--- config.mk ---
export PLATFORM = sky130hd
export DESIGN_NAME = rgb_gray_pipe
export DESIGN_NICKNAME = d
export VERILOG_FILES = /design/src/rtl/rgb_gray_pipe.sv
export SDC_FILE = /design/constraint.sdc
export NUM_CORES = 1
export LEC_CHECK = 0
export CAP_MARGIN = 10
export CORE_UTILIZATION = 40
export CTS_CLUSTER_SIZE = 8
export DETAILED_ROUTE_END_ITERATION = 10
export PLACE_DENSITY = 0.56
export RECOVER_POWER = 50
export SLEW_MARGIN = 20
export SYNTH_ARGS = -nofsm -noshare
export SYNTH_HDL_FRONTEND = slang
export SYNTH_SLANG_ARGS = --single-unit
--- constraint.sdc ---
create_clock -name clk -period 11.7 [get_ports clk]
set_input_delay 3.51 -clock clk [delete_from_list [all_inputs] [get_ports clk]]
set_output_delay 3.51 -clock clk [all_outputs]
set_load 0.01 [all_outputs]
--- src/rtl/rgb_gray_pipe.sv ---
// -----------------------------------------------------------------------------
// rgb_gray_pipe
//
// Streaming RGB-to-gray converter. It accepts one RGB pixel per cycle on a
// valid/ready input and produces one gray pixel per accepted input through a
// two-stage pipeline. It counts pixels per frame, flags the last output pixel
// and pulses done when the frame's final output has been handed off.
//
// Optional build macro: GRAY_ROUND_EN
//   defined   : modes 00/01 add 128 before the >>8 (round half up)
//   undefined : modes 00/01 truncate
//   Modes 10/11 are identical in both builds.
//
// Ports:
//   clk        rising-edge clock
//   rst        synchronous active-high reset
//   start      one-cycle pulse that begins a frame (honoured only in IDLE)
//   mode[1:0]  00 luma, 01 average, 10 green, 11 max(R,G,B); latched on start
//   in_valid   input pixel valid
//   in_ready   block can accept a pixel this cycle
//   in_r/g/b   colour channels, DW bits each
//   out_valid  out_gray valid
//   out_ready  downstream accepts out_gray
//   out_gray   converted pixel, DW bits
//   out_last   high with the frame's final output pixel
//   busy       high while streaming a frame
//   done       one-cycle pulse after the final output handshake
//   pix_cnt    output pixels delivered in the current or last frame
// -----------------------------------------------------------------------------
module rgb_gray_pipe #(
    parameter int DW   = 8,
    parameter int ROWS = 1153,
    parameter int COLS = 2048,
    parameter int CW   = 22
) (
    input  logic          clk,
    input  logic          rst,
    input  logic          start,
    input  logic [1:0]    mode,
    input  logic          in_valid,
    output logic          in_ready,
    input  logic [DW-1:0] in_r,
    input  logic [DW-1:0] in_g,
    input  logic [DW-1:0] in_b,
    output logic          out_valid,
    input  logic          out_ready,
    output logic [DW-1:0] out_gray,
    output logic          out_last,
    output logic          busy,
    output logic          done,
    output logic [CW-1:0] pix_cnt
);

    localparam int PW = DW + 8;    // per-channel product width
    localparam int SW = DW + 10;   // weighted-sum width
    localparam logic [CW-1:0] N_PIX = CW'(ROWS * COLS);

    typedef enum logic [1:0] {
        IDLE = 2'd0,
        RUN  = 2'd1,
        DONE = 2'd2
    } state_t;

    state_t        state;
    logic [CW-1:0] in_cnt;
    logic [1:0]    mode_q;

    // Stage 1: per-channel products
    logic          v1;
    logic          last1;
    logic [PW-1:0] p_r, p_g, p_b;

    // Stage 2: weighted sum and last flag
    logic          v2;
    logic          last2;
    logic [SW-1:0] sum_q;

    logic          en;
    logic          accept;
    logic          out_hs;
    logic [DW-1:0] mx;
    logic [PW-1:0] p_r_d, p_g_d, p_b_d;
    logic [SW-1:0] round_add;
    logic [SW-1:0] sum_d;

    // Whole pipeline advances together; it only freezes while an output is
    // being offered and not taken.
    assign en     = !out_valid || out_ready;
    assign in_ready = (state == RUN) && en && (in_cnt < N_PIX);
    assign accept = in_valid && in_ready;
    assign out_hs = out_valid && out_ready;

    // Modes 10/11 are expressed as a single "product" of value*256 so every
    // mode shares the same sum and >>8 path and therefore the same latency.
    // NOTE: every variable written in always_comb gets a default first, so no
    // path leaves it unassigned and no latch is inferred.
    always_comb begin
        mx    = in_r;
        p_r_d = '0;
        p_g_d = '0;
        p_b_d = '0;
        if (in_g > mx) mx = in_g;
        if (in_b > mx) mx = in_b;
        unique case (mode_q)
            2'b00: begin
                p_r_d = PW'(in_r) * PW'(77);
                p_g_d = PW'(in_g) * PW'(150);
                p_b_d = PW'(in_b) * PW'(29);
            end
            2'b01: begin
                p_r_d = PW'(in_r) * PW'(85);
                p_g_d = PW'(in_g) * PW'(85);
                p_b_d = PW'(in_b) * PW'(86);
            end
            2'b10:   p_g_d = PW'(in_g) << 8;
            default: p_r_d = PW'(mx) << 8;
        endcase
    end

    // mode_q cannot change while pixels are in flight (a frame only ends once
    // the pipeline has drained), so it is safe to use it in stage 2 as well.
`ifdef GRAY_ROUND_EN
    assign round_add = mode_q[1] ? '0 : SW'(128);
`else
    assign round_add = '0;
`endif

    assign sum_d = SW'(p_r) + SW'(p_g) + SW'(p_b) + round_add;

    // The weights sum to 256, so sum>>8 never exceeds 2^DW-1; the bits above
    // and below the result window are simply dropped.
    assign out_gray  = sum_q[DW+7:8];
    assign out_valid = v2;
    assign out_last  = last2;
    assign busy      = (state == RUN);
    assign done      = (state == DONE);

    logic unused_sum_bits;
    assign unused_sum_bits = ^{sum_q[SW-1:DW+8], sum_q[7:0]};

    // NOTE: sequential state uses non-blocking assignments only, so every
    // register samples the pre-edge values of its inputs.
    always_ff @(posedge clk) begin
        if (rst) begin
            state  <= IDLE;
            in_cnt <= '0;
            pix_cnt <= '0;
            mode_q <= 2'b00;
            v1     <= 1'b0;
            v2     <= 1'b0;
            last1  <= 1'b0;
            last2  <= 1'b0;
            // NOTE: the data registers are only a few flops, so they are
            // reset too; that keeps out_gray at 0 out of reset.
            p_r    <= '0;
            p_g    <= '0;
            p_b    <= '0;
            sum_q  <= '0;
        end else begin
            if (en) begin
                v1    <= accept;
                last1 <= accept && (in_cnt == N_PIX - CW'(1));
                if (accept) begin
                    p_r <= p_r_d;
                    p_g <= p_g_d;
                    p_b <= p_b_d;
                end
                v2    <= v1;
                last2 <= v1 && last1;
                if (v1) sum_q <= sum_d;
            end

            if (accept) in_cnt  <= in_cnt + CW'(1);
            if (out_hs) pix_cnt <= pix_cnt + CW'(1);

            unique case (state)
                IDLE: begin
                    if (start) begin
                        state   <= RUN;
                        in_cnt  <= '0;
                        pix_cnt <= '0;
                        mode_q  <= mode;
                    end
                end
                RUN: begin
                    if (out_hs && out_last) state <= DONE;
                end
                default: state <= IDLE;   // DONE lasts exactly one cycle
            endcase
        end
    end

endmodule

==> results of run 1 <==
## worst paths after layout
path / startpoint / to / slack, ns / depth (start not counted)
max: out_ready / in_ready / 2.98 / 5
min: sum_q[10] / sum_q[10] / 0.45 / 2
max reg2reg: out_valid / p_r[4] / 7.70 / 7
min reg2reg: sum_q[10] / sum_q[10] / 0.45 / 2
## stage by stage
| stage | instances | power, mW | hold slack, ns |
|---|---|---|---|
| after global routing | 1764 | 1.77 | 0.484 |
| final | 1764 | 1.62 | 0.452 |
| after global placement | 1748 | 1.31 | 0.443 |
| after floorplan | 1336 | 1.08 | 0.432 |
| after detailed placement | 1748 | 1.32 | 0.445 |
| after CTS | 1764 | 1.64 | 0.456 |
## power breakdown
part           switching (mW)  internal, mW
combinational           0.517         0.375
clock                   0.142         0.168
sequential             0.0260         0.391
## layout by cell type (no fill, tap or decap), types with 4 or more instances in the layout
master	instances
sky130_fd_sc_hd__ha_1	218
sky130_fd_sc_hd__inv_1	145
sky130_fd_sc_hd__nor2_1	119
sky130_fd_sc_hd__dfxtp_1	106
sky130_fd_sc_hd__a21oi_1	92
sky130_fd_sc_hd__nand2_1	80
sky130_fd_sc_hd__fa_1	65
sky130_fd_sc_hd__nand3_1	59
sky130_fd_sc_hd__xnor2_1	50
sky130_fd_sc_hd__nor3_1	44
sky130_fd_sc_hd__xor2_1	37
sky130_fd_sc_hd__dlygate4sd3_1	35
sky130_fd_sc_hd__o21ai_0	33
sky130_fd_sc_hd__clkdlybuf4s50_1	29
sky130_fd_sc_hd__mux2i_1	19
sky130_fd_sc_hd__o21ai_1	19
sky130_fd_sc_hd__and3_1	16
sky130_fd_sc_hd__nor2b_1	15
sky130_fd_sc_hd__a21o_1	13
sky130_fd_sc_hd__or3_1	13
sky130_fd_sc_hd__and2_1	10
sky130_fd_sc_hd__nand2b_1	10
sky130_fd_sc_hd__nand4_1	10
sky130_fd_sc_hd__a31oi_1	10
sky130_fd_sc_hd__o21bai_1	9
sky130_fd_sc_hd__o211ai_1	9
sky130_fd_sc_hd__clkbuf_16	9
sky130_fd_sc_hd__a22oi_1	8
sky130_fd_sc_hd__a211oi_1	8
sky130_fd_sc_hd__and4_1	6
sky130_fd_sc_hd__o31ai_1	6
sky130_fd_sc_hd__o2111ai_1	5
sky130_fd_sc_hd__nand3b_1	4
sky130_fd_sc_hd__a2111oi_0	4
sky130_fd_sc_hd__o21a_1	4
## kinds of logic (layout without fill, tap and decap cells)
group | after synthesis | count (layout) | share of synthesized area [%]
AND/OR/NAND/NOR | 403 | 403 | 17.0
adder cells (fa/ha/maj) | 283 | 283 | 35.3
AO/OA/AOI/OAI | 255 | 255 | 14.4
buffers and inverters | 182 | 232 | 6.11
flip-flops | 107 | 107 | 18.8
XOR/XNOR | 87 | 87 | 6.68
multiplexers | 19 | 19 | 1.67
## registers in the layout (all words and copies together), names as in the netlist, 2 cells and up
| name | flops |
|---|---|
| p_r | 16 |
| p_g | 16 |
| in_cnt | 22 |
| sum_q | 8 |
| pix_cnt | 22 |
| p_b | 15 |
| mode_q | 2 |
| state | 2 |
## per-layer routing
| layer | vias up | global-route usage, % |
|---|---|---|
| li1 | 4734 | - |
| met1 | 4347 | 27.0 |
| met2 | 129 | 33.6 |
| met3 | 32 | 2.59 |
| met4 | 0 | 4.97 |
| met5 | - | 0 |
## worst reg2reg max path: stages, from the launching register on
cell	delay (ns)
sky130_fd_sc_hd__dfxtp_1	0.47
sky130_fd_sc_hd__nand2b_1	0.19
sky130_fd_sc_hd__o211ai_1	0.17
sky130_fd_sc_hd__o21a_2	0.17
sky130_fd_sc_hd__clkbuf_1	1.92
sky130_fd_sc_hd__a2111oi_0	0.54
sky130_fd_sc_hd__a21oi_1	0.28
sky130_fd_sc_hd__nor2_1	0.06
## cell type report
type / count / area [sq um]
multi-input cells: 1047 / 8560
repair buffers: 70 / 672
clock inverters: 7 / 75.1
flip-flops and latches: 107 / 2140
fillers: 2843 / 15200
clock buffers: 9 / 225
well taps: 378 / 473
inverters: 146 / 548
==> results.md, run 1 <==
- The run finished, with violations left.
- The checks that failed: capacitance limit, slew limit.
- The count of cell types in the netlist is 70.
- After detailed routing, the number of vias per cell comes to 5.24.
- After detailed routing, the number of remaining DRC violations is 0.
- The maximum fanout along the worst path is 8.
- By area the synthesized netlist is led by sky130_fd_sc_hd__ha_1 (24%), sky130_fd_sc_hd__dfxtp_1 (19%), sky130_fd_sc_hd__fa_1 (11%).
- Walking the worst path, the cells encountered are dlygate4sd3_1 -> nand2b_1 -> nand2_1 -> a21oi_1 -> clkdlybuf4s50_1.
- Among all flip-flop cells after synthesis, the most frequent one is sky130_fd_sc_hd__dfxtp_1.
- After synthesis, the most frequently instantiated cells are sky130_fd_sc_hd__ha_1 (218), sky130_fd_sc_hd__inv_1 (145), sky130_fd_sc_hd__nor2_1 (119).
- The cell family contributing the most delay on the critical path is buffers and inverters.
- The post-route core utilization is 45.4%.
- Once detailed placement completed, the half-perimeter wirelength came to 21900 um.
- Timing analysis after detailed placement gives a worst setup slack of 3.09 ns.
- The async set or reset register ratio after synthesis is 0%.
- The timing-limited maximum frequency is 115 MHz.
- The synthesized design contains 0 enable-type register cells.
- The core region is 27900 sq um.
- The congestion estimate from routability-driven global placement came to 0.837.
- The synthesized design spends more area on one cell type than any other, namely sky130_fd_sc_hd__ha_1.
- The path class of the lowest-slack min-delay path is reg -> reg.
- The largest single stage delay on the critical path is 0.66 ns.
- The clock insertion delay at the later pin of the skew report is 0.35 ns.
- The detailed router used layers up to and including met4.
- The count of endpoints failing hold in the final timing report is 0.
- The proportion of netlist area held by the largest area contributor is 23.9%.
- The post-synthesis cell area is 11400 sq um.
- Summed over all nets, wire length on met2 after detailed routing comes to 12900 um.
- TritonCTS built the clock tree.
- The flop and latch count out of synthesis is 107.
- The number of hold buffers added after CTS is 0.
- The relative slew slack is -82.9%.
- The number of nets handed over by synthesis was 1650.
- Input and output buffers added on the ports amount to 65.
- The number of nets with antenna violations after detailed routing is 0.
- Post-CTS repair changed the size of 0 cells.
- During I/O placement, the number of pins put on the boundary was 66.
- The total count of max-transition violations in the final report is 191.
- The type of the worst setup path is in -> out.
- The count of buffer and inverter cells on the critical path is 2.
- The detailed-routed wire length on met3 is 820 um.
- Across every metal layer, demand over resource in global routing totals 20.0%.
- The via count is 9242.
- The average cell area after synthesis is 8.53 sq um.
- The final setup violation count is 0.
- In the final layout, the share of cells above drive strength 1 is 2.67%.
- The number of DRC markers after the initial detailed-route iteration is 414.
- The clock skew after layout is 0.00507 ns.
- The critical path capture point type is an output port.
- The average wire per standard cell is 15.9 um.
- For the pin with the worst max-slew slack, the measured transition is 2.74 ns.
- The die covers 29200 sq um.
- The total non-filler cell area in the finished layout is 12700 sq um.
- Setup repair after global routing left no endpoint under its margin.
- The power per unit of standard cell area is 127 nW/um^2.
- The setup TNS is 0 ns.
- The final layout contains routed wiring with a total length of 28100 um.
- The cell with the most instances after synthesis is sky130_fd_sc_hd__ha_1.
- The worst endpoint data arrival time is 5.21 ns.
- The clock-pin slew reported for the worst setup and hold paths after clock tree synthesis is 0.07 ns.
- The analysis attributes to cell leakage a power of 5.90 nW.
- The detailed router put a total of 13800 um of wire on met1.
- The y dimension of the die is 171 um.
- The number of CTS-inserted buffers is 9.
- The share of the Yosys chip area taken by registers is 18.8%.
- The maximum vdd ir drop is 0.0686 mV.
- The clock root buffer master is sky130_fd_sc_hd__clkbuf_16.
- The clock sink count is 107.
- The antenna cell count is 0.
- The first global-routing pass estimated 46100 um of wire.
- In the final design database the tool counted 1695 nets.
- Compared with the post-synthesis result, the final layout area differs by 11.4%.
- The x dimension of the die is 171 um.
- The share of the clock period used by the worst path is 74.6%.
- The shortest period the worst path allows is 8.72 ns.
- Across all setup checks in the final design, the least slack found is 2.98 ns.
- Among all stages on the critical path, the largest delay is contributed by sky130_fd_sc_hd__dlygate4sd3_1.
- After technology mapping, the gate count stands at 1336.
- The floorplan has 61 rows.
- Entering global routing, the biggest net connects 61 pins.
- The worst setup path is launched from an input pin.
- The count of H-tree levels built during CTS is 3.
- The number of maximum-capacitance violations is 4.
- The initial antenna violation count was 0.
- The maximum buffer depth of the clock tree is 2.
- The number of global-route vias before repair was 8981.
- Once the clock tree was built, the setup fixing pass inserted 0 buffers.
- The initial core utilization is 40.8%.
- For this run, the number of Yosys warnings is 0.
- The total congestion overflow is 0.
- Summing all placed instances gives a cell area of 12400 sq um.
- The pre-antenna-repair detailed-routing pass consisted of 5 iterations.
- STA puts the critical path data required time at 8.19 ns.
No activity file was read; power rests on OpenSTA's default activity.
==> run 2, diff against run 1 <==
--- a/config.mk
+++ b/config.mk
@@ -9,7 +9,7 @@
 export CORE_UTILIZATION = 40
 export CTS_CLUSTER_SIZE = 8
 export DETAILED_ROUTE_END_ITERATION = 10
-export PLACE_DENSITY = 0.56
+export PLACE_DENSITY = 0.58
 export RECOVER_POWER = 50
 export SLEW_MARGIN = 20
 export SYNTH_ARGS = -nofsm -noshare
==> constraint.sdc (replaced) <==
create_clock -name clk -period 7.2 [get_ports clk]
set_input_delay 2.16 -clock clk [delete_from_list [all_inputs] [get_ports clk]]
set_output_delay 2.16 -clock clk [all_outputs]
set_load 0.01 [all_outputs]
==> results.md, run 2 (synthesis results as in run 1) <==
- The setup TNS is 0 ns (unchanged).
- The clock skew after layout is 0.00769 ns (+0.00262 ns).
- The number of nets with antenna violations after detailed routing is 0 (unchanged).
- The number of global-route vias before repair is 8950 (-0.35%).
- The transition at the pin with the smallest max-transition slack was 2.52 ns (-0.228 ns).
- The hold-critical path depth is 2 (unchanged).
- The leakage power came to 5.96 nW (+0.95%).
- Based on the critical path, the design can be clocked at up to 159 MHz.
- The share of the clock period used by the worst path is 87.1%.
- The required arrival time at the worst endpoint was 7.35 ns (-0.84 ns).
- By startpoint and endpoint, the worst setup path is classified as in -> reg.
- The final setup violation count came to 0 (unchanged).
- The relative slew slack is -67.7% (+15 points).
- The initial core utilization is 40.8% (unchanged).
- The count of port buffers added during placement came to 65 (unchanged).
- The I/O pin total came to 66 (unchanged).
- The post-cts repair resize count is 0 (unchanged).
- The clock-pin slew reported for the worst setup and hold paths after clock tree synthesis is 0.07 ns (about the same).
- The clock sink count is 107 (unchanged).
- The worst setup slack before clock tree synthesis is 0.622 ns (-2.47 ns).
- The residual DRC count is 0 (unchanged).
- The count of H-tree levels built during CTS was 3 (unchanged).
- CTS placed an instance of sky130_fd_sc_hd__clkbuf_16 at the clock tree root.
- The total count of max-transition violations in the final report is 96 (-50%).
- The first-pass GRT wire length was 46500 um (+0.66%).
- The path class of the lowest-slack min-delay path is reg -> reg.
- The y dimension of the die is 171 um (unchanged).
- The worst reg-to-reg path cell count is 3 (-4).
- The via count is 9420 (+1.9%).
- The worst endpoint data arrival time was 6.42 ns (+1.21 ns).
- The overall die area was 29200 sq um (unchanged).
- Among all stages on the critical path, the largest delay is contributed by sky130_fd_sc_hd__clkdlybuf4s50_1.
- The checks that failed: capacitance limit, slew limit.
- Compared with the post-synthesis result, the final layout area differs by 12.2%.
- The signal on the critical path passes through clkdlybuf4s50_1 -> ha_1 -> ha_1 -> inv_1 -> fa_1 -> fa_1 -> inv_1 -> ha_1 -> nand3_1 -> o211ai_1 -> o211ai_1 -> o21ai_1 -> a2111oi_2 -> a2111oi_2 -> o21bai_1.
- The total congestion overflow came to 0 (unchanged).
- The post-CTS repair timing setup buffer count was 0 (unchanged).
- The final worst hold slack came to 0.454 ns (+0.00172 ns).
- The detailed-routed wire length on met3 is 1060 um (+29%).
- In the final layout, the registers with the most flip-flops are in_cnt x22, pix_cnt x22.
- The maximum fanout along the worst path was 9 (+1).
- In the layout the commonest cells are sky130_fd_sc_hd__ha_1 (218), sky130_fd_sc_hd__inv_1 (145), sky130_fd_sc_hd__nor2_1 (119).
- The via density per instance is 5.31 (+1.3%).
- The post-detailed-routing wire length is 28300 um (+0.77%).
- The element type at the critical path start is an input pin.
- The standard-cell row count is 61 (unchanged).
- The maximum buffer depth of the clock tree is 2 (unchanged).
- The largest net degree at the start of global routing is 51 (-16%).
- The fraction of final layout cells sized beyond drive strength 1 is 3.51% (+0.84 points).
- The number of DRC markers after the initial detailed-route iteration is 458 (+11%).
- The detailed placer's ending HPWL is 22500 um (+2.6%).
- The setup slack after layout is 0.927 ns (-2.05 ns).
- TritonCTS built the clock tree.
- The number of detailed-route iterations in the first pass is 5 (unchanged).
- Among the stages of the critical path, the cell type that occurs most often is sky130_fd_sc_hd__ha_1.
- The x dimension of the die is 171 um (unchanged).
- The power per unit of standard cell area is 206 nW/um^2 (+62%).
- The weighted congestion reported at the end of routability-driven placement is 0.864 (+3.3%).
- The worst setup path is captured at a flip-flop.
- The overall fraction of global-route tracks in use came to 20.2% (+0.18 points).
- The shortest period the worst path allows is 6.27 ns.
- The clock insertion delay at the later pin of the skew report is 0.36 ns (about the same).
- The net total in the final layout is 1706 (+0.65%).
- The antenna cell count was 0 (unchanged).
- The flow ran to the end, but the final reports show violations.
- Setup repair after global routing left no endpoint under its margin.
- The number of maximum-capacitance violations is 2 (-2).
- The average wire per standard cell is 15.9 um (+0.15%).
- The maximum vdd ir drop is 0.114 mV (+67%).
- The initial antenna violation count is 0 (unchanged).
- The wire length on met1 is 13800 um (+0.27%).
- The highest cell delay on the worst timing path is 0.78 ns (+0.12 ns).
- The number of hold buffers added after CTS is 0 (unchanged).
- The placeable core region is 27900 sq um (unchanged).
- The number of filler cells placed in the layout was 2832 (-0.39%).
- The number of CTS-inserted buffers is 9 (unchanged).
- After detailed routing, no signal wire sits above met4.
- Leaving out fill and tap cells, the most frequent cell in the layout is sky130_fd_sc_hd__ha_1.
- The count of endpoints failing hold in the final timing report is 0 (unchanged).
- The length of routed met2 wiring is 12600 um (-2.4%).
[run 2: critical path: cells and delay by family]
kind	cells	cell delay [ns]
simple gates	1	0.10
fa+ha+maj	5	1.95
compound gates	6	1.33
buf+inv	3	0.87
[run 2: final cells by class]
type                            instances  area [sq um]  area share [%]
Multi-Input combinational cell       1047          8560            66.9
Sequential cell                       107          2140            16.8
Timing Repair Buffer                   81           762            5.96
Inverter                              146           548            4.28
Tap cell                              378           473            3.70
Clock buffer                            9           225            1.76
Clock inverter                          7          81.3           0.636
[run 2: power by group]
part | switching, mW | internal, mW | leakage, nW
Combinational | 0.832 | 0.614 | 4.94
Sequential | 0.0397 | 0.635 | 0.871
Clock | 0.239 | 0.275 | 0.147
[run 2: metrics by stage]
step	util (%)	std cells	total power, mW	cell area (sq um)
after global routing	45.8	1775	2.88	12800
final	45.8	1775	2.64	12800
after floorplan	-	1336	1.76	11400
after global placement	44.7	1759	2.12	12500
after CTS	45.8	1775	2.66	12800
after detailed placement	44.7	1759	2.13	12500
[run 2: final timing paths]
check | start | end | slack (ns)
max | in_r[4] | p_r[14] | 0.93
min | sum_q[8] | sum_q[8] | 0.45
max reg2reg | state[0] | pix_cnt[18] | 4.20
min reg2reg | sum_q[8] | sum_q[8] | 0.45
[run 2: routing by layer]
layer / vias up / GRT usage [%]
li1: 4774 / -
met1: 4424 / 28.3
met2: 178 / 32.2
met3: 44 / 1.92
met4: 0 / 7.10
met5: - / 0
